$ cat src/rtl/i2c_master_seq.sv
// Register-access sequencer: expands a write/read command into an entry list
// for i2c_master_core and collects ACK status and read bytes from its results.
module i2c_master_seq #(
  parameter int unsigned MAX_LEN = 8
) (
  input  logic        RESET_N,
  input  logic        CLK,
  input  logic        CMD_GO,
  input  logic        CMD_RW,
  input  logic [6:0]  CMD_DEV,
  input  logic [7:0]  CMD_REG,
  input  logic [3:0]  CMD_LEN,
  input  logic [63:0] CMD_WDATA,
  output logic        CMD_BUSY,
  output logic        CMD_DONE,
  output logic        CMD_ERR,
  output logic [63:0] CMD_RDATA,
  output logic        I2C_GO,
  input  logic        I2C_DONE,
  output logic [7:0]  I2C_RUN_NUM,
  output logic        snd_vld,
  input  logic        snd_rdy,
  output logic [7:0]  snd_dat,
  output logic [4:0]  snd_ctl,
  input  logic        rcv_vld,
  output logic        rcv_rdy,
  input  logic [7:0]  rcv_dat,
  input  logic        rcv_ack
);

  typedef enum logic [1:0] {S_IDLE, S_RUN, S_WAIT, S_FIN} state_t;

  state_t      state;
  logic        rw_q;
  logic [6:0]  dev_q;
  logic [7:0]  reg_q;
  logic [3:0]  len_q;
  logic [63:0] wdata_q;
  logic [3:0]  n_q;
  logic [3:0]  idx;
  logic [3:0]  rcnt;
  logic [3:0]  go_len;
  logic [3:0]  last_idx;
  logic [2:0]  rbyte;
  logic [12:0] first_ent;
  logic [12:0] next_ent;

  function automatic logic [3:0] eff_len(input logic [3:0] len);
    if (len == 4'd0)             return 4'd1;
    else if (len > 4'(MAX_LEN))  return 4'(MAX_LEN);
    else                         return len;
  endfunction

  // Entry encoding {ctl, dat}; ctl bits: 0 start, 1 drive, 2 receive, 3 stop, 4 repeat.
  function automatic logic [12:0] entry(input logic rw, input logic [6:0] dev,
                                        input logic [7:0] regad, input logic [63:0] wdata,
                                        input logic [3:0] len, input logic [3:0] i);
    logic [4:0] ctl;
    logic [7:0] dat;
    logic [2:0] k;
    ctl = '0;
    dat = '0;
    k   = 3'(i - 4'd2);
    if (i == 4'd0) begin
      ctl = 5'b00011;
      dat = {dev, 1'b0};
    end else if (i == 4'd1) begin
      ctl = 5'b00010;
      dat = regad;
    end else if (rw && i == 4'd2) begin
      ctl = 5'b10010;
      dat = {dev, 1'b1};
    end else if (rw) begin
      ctl = 5'b00100;
    end else begin
      ctl = 5'b00010;
      dat = wdata[{k, 3'b000} +: 8];
    end
    if (i == (rw ? len + 4'd2 : len + 4'd1)) ctl[3] = 1'b1;
    return {ctl, dat};
  endfunction

  always_comb begin
    go_len    = eff_len(CMD_LEN);
    first_ent = entry(CMD_RW, CMD_DEV, CMD_REG, CMD_WDATA, go_len, 4'd0);
    next_ent  = entry(rw_q, dev_q, reg_q, wdata_q, len_q, idx + 4'd1);
    last_idx  = n_q - 4'd1;
    rbyte     = 3'(rcnt - 4'd3);
  end

  assign I2C_RUN_NUM = {4'd0, n_q};
  assign rcv_rdy     = CMD_BUSY;

  always_ff @(posedge CLK or negedge RESET_N) begin
    if (!RESET_N) begin
      state     <= S_IDLE;
      rw_q      <= 1'b0;
      dev_q     <= '0;
      reg_q     <= '0;
      len_q     <= '0;
      wdata_q   <= '0;
      n_q       <= '0;
      idx       <= '0;
      rcnt      <= '0;
      I2C_GO    <= 1'b0;
      snd_vld   <= 1'b0;
      snd_dat   <= '0;
      snd_ctl   <= '0;
      CMD_BUSY  <= 1'b0;
      CMD_DONE  <= 1'b0;
      CMD_ERR   <= 1'b0;
      CMD_RDATA <= '0;
    end else begin
      CMD_DONE <= 1'b0;
      // Results follow entry order; rcnt selects the entry each result belongs to.
      if (rcv_vld && rcv_rdy && rcnt < n_q) begin
        if (rw_q && rcnt >= 4'd3) CMD_RDATA[{rbyte, 3'b000} +: 8] <= rcv_dat;
        else if (!rcv_ack)        CMD_ERR <= 1'b1;
        rcnt <= rcnt + 4'd1;
      end
      case (state)
        S_IDLE: if (CMD_GO) begin
          rw_q               <= CMD_RW;
          dev_q              <= CMD_DEV;
          reg_q              <= CMD_REG;
          len_q              <= go_len;
          wdata_q            <= CMD_WDATA;
          n_q                <= CMD_RW ? go_len + 4'd3 : go_len + 4'd2;
          idx                <= '0;
          rcnt               <= '0;
          {snd_ctl, snd_dat} <= first_ent;
          snd_vld            <= 1'b1;
          I2C_GO             <= 1'b1;
          CMD_BUSY           <= 1'b1;
          CMD_ERR            <= 1'b0;
          CMD_RDATA          <= '0;
          state              <= S_RUN;
        end
        S_RUN: if (snd_vld && snd_rdy) begin
          if (idx == last_idx) begin
            snd_vld            <= 1'b0;
            {snd_ctl, snd_dat} <= '0;
            state              <= S_WAIT;
          end else begin
            idx                <= idx + 4'd1;
            {snd_ctl, snd_dat} <= next_ent;
          end
        end
        S_WAIT: if (I2C_DONE) begin
          I2C_GO   <= 1'b0;
          CMD_DONE <= 1'b1;
          CMD_BUSY <= 1'b0;
          state    <= S_FIN;
        end
        S_FIN: if (!I2C_DONE) state <= S_IDLE;
        default: state <= S_IDLE;
      endcase
    end
  end

endmodule

$ cat config.mk
export PLATFORM = sky130hd
export DESIGN_NAME = i2c_master_seq
export DESIGN_NICKNAME = d
export VERILOG_FILES = /design/src/rtl/i2c_master_seq.sv
export SDC_FILE = /design/constraint.sdc
export NUM_CORES = 1
export LEC_CHECK = 0
export BUFFER_PORTS_ARGS = -buffer_cell sky130_fd_sc_hd__buf_2
export CORE_ASPECT_RATIO = 0.6
export CORE_MARGIN = 1.5
export CORE_UTILIZATION = 50
export CTS_CLUSTER_DIAMETER = 30
export DETAILED_ROUTE_END_ITERATION = 16
export PLACE_DENSITY = 0.73
export SETUP_SLACK_MARGIN = 0.05
export SYNTH_ARGS = -nofsm -noshare
export SYNTH_HDL_FRONTEND = slang
export SYNTH_SLANG_ARGS = --single-unit
$ cat constraint.sdc
create_clock -name CLK -period 3.1 [get_ports CLK]
set_clock_uncertainty 0.05 [all_clocks]
set_input_delay 0.31 -clock CLK [delete_from_list [all_inputs] [get_ports CLK]]
set_output_delay 0.31 -clock CLK [all_outputs]
set_load 0.005 [all_outputs]
# ---- After elaboration in Yosys (flattened, before gate mapping)
# Cells that the tools add are included.
dict set report op_classes {
  addsub 11
  mul 0
  div 0
  n_lt_le_gt_ge 3
  eq_ne 13
  n_shift 3
  muxes 54
  bitwise 0
  n_reduce_logical 17
}
# op n
set op_table {}
lappend op_table {{$mux 64} 4}
lappend op_table {{$bwmux 64} 1}
lappend op_table {{$shift 8x8->64 const A} 1}
lappend op_table {{$shiftx 64x7->8} 1}
lappend op_table {{$shiftx 8x8->64} 1}
lappend op_table {{$mux 8} 7}
lappend op_table {{$mux 4} 11}
lappend op_table {{$mux 5} 6}
lappend op_table {{$add 4x1->4 const B} 4}
lappend op_table {{$pmux 8 s2} 1}
lappend op_table {{$mux 1} 13}
lappend op_table {{$add 4x2->4 const B} 3}
lappend op_table {{$logic_not 4->1} 3}
lappend op_table {{$ne 2x2->1 const B} 6}
lappend op_table {{$mux 2} 5}
lappend op_table {{$pmux 5 s2} 1}
lappend op_table {{$eq 4x4->1} 2}
lappend op_table {{$neg 6->8} 1}
lappend op_table {{$pmux 2 s4} 1}
lappend op_table {{$pmux 4 s2} 1}
lappend op_table {{$reduce_and 4->1} 2}
lappend op_table {{$reduce_and 3->1} 2}
lappend op_table {{$sub 3x2->3 const B} 2}
lappend op_table {{$logic_and 1x1->1} 5}
lappend op_table {{14 further kinds} 17}
dict set report totals {
  register_bits 179
  latch_bits 0
  mem_bits_rw 0
  mem_bits_ro 0
  input_bits 99
  output_inout_bits 91
  n_memories 0
}

# ---- Logic depth before layout (Yosys ltp)
dict set report depth {
  ltp_word 10
  ltp_mapped 11
  mapped_depth_nobuf 8
}

# ---- Worst setup path after synthesis
# No wires, ideal clock.
dict set report synth_timing {
  path_kind {register to register}
  from {reg idx[0]}
  to {reg snd_dat[0]}
  setup_ns 0.110
  t_arrival_ns 2.400
  required_time_ns 2.940
  slack_ns 0.540
  stages_incl_launch_ff 12
  n_path_buf 4
  period_less_slack_ns 2.560
  path_cell_list {dfrtp_1 -> buf_2 -> buf_2 -> inv_1 -> ha_1 -> clkbuf_1 -> buf_2 -> nor2_1 -> a22oi_1 -> a21oi_1 -> nor2_1 -> o41ai_1}
}
dict set report synth_between {
  elab_chain_len 10
}
# element line
set synth_lines {}
lappend synth_lines {{start, declared} 40} ;# logic [3:0] idx;
lappend synth_lines {{start signal, assigned} 145} ;# idx <= idx + 4'd1;
lappend synth_lines {{$add 4x1->4} 86} ;# next_ent = entry(rw_q, dev_q, reg_q, wdata_q, len_q, idx + 4'd1);
lappend synth_lines {{$sub 3x2->3} 63} ;# k = 3'(i - 4'd2);
lappend synth_lines {{$shiftx 64x7->8} 77} ;# dat = wdata[{k, 3'b000} +: 8];
lappend synth_lines {{$mux 8} 73} ;# end else if (rw) begin
lappend synth_lines {{$mux 8} 70} ;# end else if (rw && i == 4'd2) begin
lappend synth_lines {{$mux 8} 67} ;# end else if (i == 4'd1) begin
lappend synth_lines {{$mux 8} 64} ;# if (i == 4'd0) begin
lappend synth_lines {{$mux 8 (*)} 140} ;# if (idx == last_idx) begin
lappend synth_lines {{$mux 8 (*)} 139} ;# S_RUN: if (snd_vld && snd_rdy) begin
lappend synth_lines {{$pmux 8 s2 (*)} 121} ;# case (state)
lappend synth_lines {{end signal, assigned} 131} ;# {snd_ctl, snd_dat} <= first_ent;
lappend synth_lines {{end signal, assigned} 146} ;# {snd_ctl, snd_dat} <= next_ent;
lappend synth_lines {{end, declared} 23} ;# output logic [7:0] snd_dat,
# Every way passes the cells marked *; elsewhere a longest branch is shown, timed or not. The select of a mux whose other input is x is not followed.
# A chain may end at the register's enable or synchronous reset.

# ---- Worst setup path after layout
dict set report layout_timing {
  from {reg rcnt[1]}
  to {reg CMD_RDATA[62]}
}
dict set report layout_between {
  elab_chain_len 8
}
# element line
set layout_lines {}
lappend layout_lines {{start, declared} 41} ;# logic [3:0] rcnt;
lappend layout_lines {{start signal, assigned} 119} ;# rcnt <= rcnt + 4'd1;
lappend layout_lines {{$sub 3x2->3} 88} ;# rbyte = 3'(rcnt - 4'd3);
lappend layout_lines {{$neg 6->8} 117} ;# if (rw_q && rcnt >= 4'd3) CMD_RDATA[{rbyte, 3'b000} +: 8] <= rcv_dat;
lappend layout_lines {{$shiftx 8x8->64 or $shift 8x8->64 (tied branches)} 117}
lappend layout_lines {{$bwmux 64} 117}
lappend layout_lines {{$mux 64} 117}
lappend layout_lines {{$mux 64 (*)} 116} ;# if (rcv_vld && rcv_rdy && rcnt < n_q) begin
lappend layout_lines {{$mux 64} 122} ;# S_IDLE: if (CMD_GO) begin
lappend layout_lines {{$mux 64 (*)} 121}
lappend layout_lines {{end signal, assigned by index} 117}
lappend layout_lines {{end, declared} 17} ;# output logic [63:0] CMD_RDATA,
# Every way passes the cells marked *; elsewhere a longest branch is shown, timed or not.

==> metrics.md <==
| Metric | Value |
|---|---|
| Worst Hold Class | `primary input to flip-flop` |
| # IOs | `190` |
| Synth Flop Type | `dfrtp_1` |
| Multiplexer area fraction after synthesis | `10.89%` |
| CP peak stage delay | `0.66 ns` |
| R2r startpoint | `rcnt[1]$_DFF_PN0_` |
| H-tree Lvls | `4` |
| CP Capture Type | `flip-flop` |
| Gp weighted congestion | `approximately 0.97` |
| Post-synthesis cell count | `~940` |
| Core Util, Final | `between 60% and 70%` |
| Post-CTS sizing | `0` |
| Maximum net fanout on the critical path | `8` |
| Total GRT Usage | `26.45%` |
| Actual slew at the worst max-slew pin | `1.059 ns` |
| Hold worst-path end | `wdata_q[29]$_DFFE_PN0P_` |
| Crit path max-delay family | `simple AND/OR/NAND/NOR gates` |
| FF+latch count, synth | `approximately 180` |
| Status | `finished, final reports clean` |
| Final setup violation count | `0` |
| Via count | `between 7000 and 8000` |
| WL per Instance | `between 15 and 20 um` |
| CORE AREA | `between 15000 and 20000 um2` |
| Setup bufs post-CTS | `0` |
| Unrepaired setup endpoints after global routing | `no` |
| Hold Crit Depth | `3` |
| Clock group share of total power | `45.7%` |
| Port Buffers | `approximately 190` |
| Worst Path Buf+Inv | `0` |
| Slowest stage cell on the critical path | `and4b_1` |
| Min-delay src | `CMD_WDATA[29]` |
| Setup TNS | `0 ns` |
| Fin Hold WS | `between 0.015 and 0.02 ns` |
| ANT cells | `0` |
| Area of the die | `18460 um2` |
| Post-synth EDFFs | `0` |
| Row Count | `37` |
| First-pass GRT wire length | `37860 um` |
| Cts bufs inserted | `17` |
| # nets final | `around 1200` |
| R2R Path End | `CMD_RDATA[62]$_DFF_PN0_` |
| Max Root-Sink Buffers | `2` |
| Period utilization | `a little under nine tenths` |
| Worst EP required | `about 3.4 ns` |
| Worst slew margin | `between 20 and 30%` |
| Post-synthesis compound-gate area fraction | `a little under 8%` |
| Clock sinks | `about 180` |
| Post-synth cell types | `56` |
| Max Cap Viol | `0` |
| XOR/XNOR Fraction of Synth Area | `2.286%` |
| Post-DRT Antenna Nets | `0` |
| FF-to-FF setup slack | `0.43 ns` |
| Clock transition at path regs | `0.08 ns` |
| Worst path cell trace | `ha_1 > xor2_1 > ha_1 > and4b_1 > mux2i_1` |
| Largest net degree at the start of global routing | `94` |
| Async SR Flop Fraction | `100.0%` |
| Vias per inst | `around 5.3` |
| Hold buffers post-CTS | `1` |
| Synth Cell Area | `between 8000 and 9000 um2` |
| Chip height | `approximately 110 um` |
| Pleak | `between 5 and 6 nW` |
| # fillers | `1508` |
| Starting DRT DRC Count | `approximately 710` |
| DP HPWL | `approximately 17000 um` |
| Initial core utilization | `51.31%` |
| Logic gate share of total power | `3.6%` |
| Syn Area/Cell | `9.416 um2` |
| Internal | `between 3 and 4 mW` |
| Final std cells w/o fill | `1353` |
| Synth warn | `0` |
| Sequential share of the synthesized area | `50.82%` |
| Largest family of logic cells by synthesized area | `simple AND/OR/NAND/NOR gates` |
| Clk_lat worst skew | `around 0.43 ns` |
| Post-Synth Adder-Cell Area | `under 10%` |
| Startpoint Class | `flip-flop` |
| Total power per unit cell area | `approximately 440 nW/um2` |
| Number of global-route vias before repair | `~6900` |
| DIE WIDTH | `roughly 170 um` |
| Root Buffer | `clkbuf_16` |
| Share of cells above drive strength 1 | `between 20% and 30%` |
| DRT Pass-1 Iters | `7` |
| Drt drc | `0` |
| Placed cells | `approximately 1300` |
| P&R area growth vs syn | `19.18%` |
| GRT Residual Overflow | `0` |
| Synth Area in Simple Gates | `20.44%` |
| Fin crit period | `between 2 and 3 ns` |
| Switching share of power | `between 20 and 25%` |
| Sequential power share | `50.6%` |
| Cell repeated most along the worst path | `ha_1` |
| Final WL | `between 20000 and 25000 um` |
| Setup CP Type | `flip-flop to flip-flop` |
| P_sw | `1.145 mW` |
| Achievable frequency | `between 300 and 400 MHz` |
| Initial antenna violation count | `0` |
| Final hold vios | `0` |
| VDD IR-drop max | `0.3619 mV` |
| Reg2reg path depth | `5` |
| TritonCTS clock tree | `yes` |
| Worst path arrival time | `a little under 3 ns` |
| Slew Limit Fails | `0` |
## through the flow
step	area [um2]	power, mW	worst slack, ns
2_1_floorplan	8825	2.410	0.5403
3_3_place_gp	9930	2.544	0.5732
3_5_place_dp	9930	2.545	0.4997
4_1_cts	10500	4.631	0.4605
5_1_grt	10500	4.755	0.2691
6_report	10500	4.606	0.4307
## state kept, by name, indices dropped and copies added, names as in the netlist, 4 cells and up
register,cells
snd_ctl,5
len_q,4
wdata_q,64
reg_q,8
rcnt,4
dev_q,7
snd_dat,8
idx,4
n_q,4
CMD_RDATA,64
## power groups by stage
stage                     clock (mW)  combinational, mW  sequential (mW)
after global placement             0              0.165             2.38
after CTS                       2.13              0.168             2.33
after global routing            2.24              0.186             2.33
after floorplan                    0             0.0306             2.38
final                           2.11              0.166             2.33
after detailed placement           0              0.166             2.38
## cell usage after synthesis, types with 4 or more instances
| cell | instances | area share, % |
|---|---|---|
| nand2_1 | 364 | 16 |
| clkbuf_1 | 31 | 1.3 |
| mux2i_1 | 67 | 7.6 |
| nor3_1 | 7 | 0.40 |
| a21oi_1 | 23 | 1.3 |
| mux4_2 | 7 | 1.8 |
| mux2_2 | 7 | 0.89 |
| inv_1 | 17 | 0.72 |
| a21o_1 | 4 | 0.34 |
| nor2_1 | 33 | 1.4 |
| dfrtp_1 | 179 | 51 |
| a22oi_1 | 12 | 1.0 |
| xor2_1 | 10 | 0.99 |
| nand2b_1 | 6 | 0.43 |
| buf_4 | 12 | 1.0 |
| nand3_1 | 14 | 0.80 |
| o21ai_0 | 34 | 1.9 |
| buf_2 | 6 | 0.34 |
| nor2b_1 | 4 | 0.28 |
| xnor2_1 | 13 | 1.3 |
| ha_1 | 26 | 3.7 |
## cell usage in the layout, fill, tap and decap left out, drive strengths merged, types with 9 or more instances in the layout
cell type and count:
mux2i 67, a21oi 23, xor2 10, clkbuf 17, ha 26, nor2 33
buf 202, nand2 364, a22oi 12, o21ai 35, inv 25, dfrtp 179
mux4 9, nand3 14, xnor2 13
## metal layers
| layer | GRT usage, % | wire (um) | vias to the layer above |
|---|---|---|---|
| met3 | 7.720 | 2119 | 26 |
| met1 | 41.59 | 11710 | 3417 |
| met2 | 35.03 | 9443 | 294 |
| met4 | 6.342 | 268 | 0 |
| li1 | - | - | 3439 |
| met5 | 0 | 0 | - |
## cells by family (layout without fill, tap and decap cells)
kind of cell / Yosys count / after routing
compound gates: 106 / 106
xor+xnor: 23 / 23
fa+ha+maj: 26 / 26
buf+inv: 72 / 252
flops: 179 / 179
mux: 83 / 83
other cells: 1 / 4
simple gates: 446 / 446
## worst max path at each step
stage / start / to / slack (ns) / cells after the start
after floorplan: idx[0]$_DFFE_PN0P_ / snd_dat[0]$_DFFE_PN0P_ / 0.54 / 11
after global placement: rcnt[1]$_DFF_PN0_ / CMD_RDATA[52]$_DFF_PN0_ / 0.57 / 5
after detailed placement: rcnt[1]$_DFF_PN0_ / CMD_RDATA[45]$_DFF_PN0_ / 0.50 / 5
after CTS: rcnt[1]$_DFF_PN0_ / CMD_RDATA[62]$_DFF_PN0_ / 0.46 / 5
after global routing: rcnt[1]$_DFF_PN0_ / CMD_RDATA[48]$_DFF_PN0_ / 0.27 / 6
final: rcnt[1]$_DFF_PN0_ / CMD_RDATA[62]$_DFF_PN0_ / 0.43 / 5
## tightest hold or removal path: cells and delay by family
| kind | cells | cell delay (ns) |
|---|---|---|
| simple gates | 2 | 0.08 |
| buf+inv | 1 | 0.07 |
## final cells by class
type                       instances  area (um2)  share of cell area (%)
inverter                          17       63.81                  0.6075
timing repair buffer             203        1095                   10.42
tap                              234       292.8                   2.787
sequential                       179        4479                   42.64
clock inverter                    15       138.9                   1.322
multi-input combinational        688        4009                   38.17
clock buffer                      17       425.4                   4.050
(Power assumes the default switching activity.)
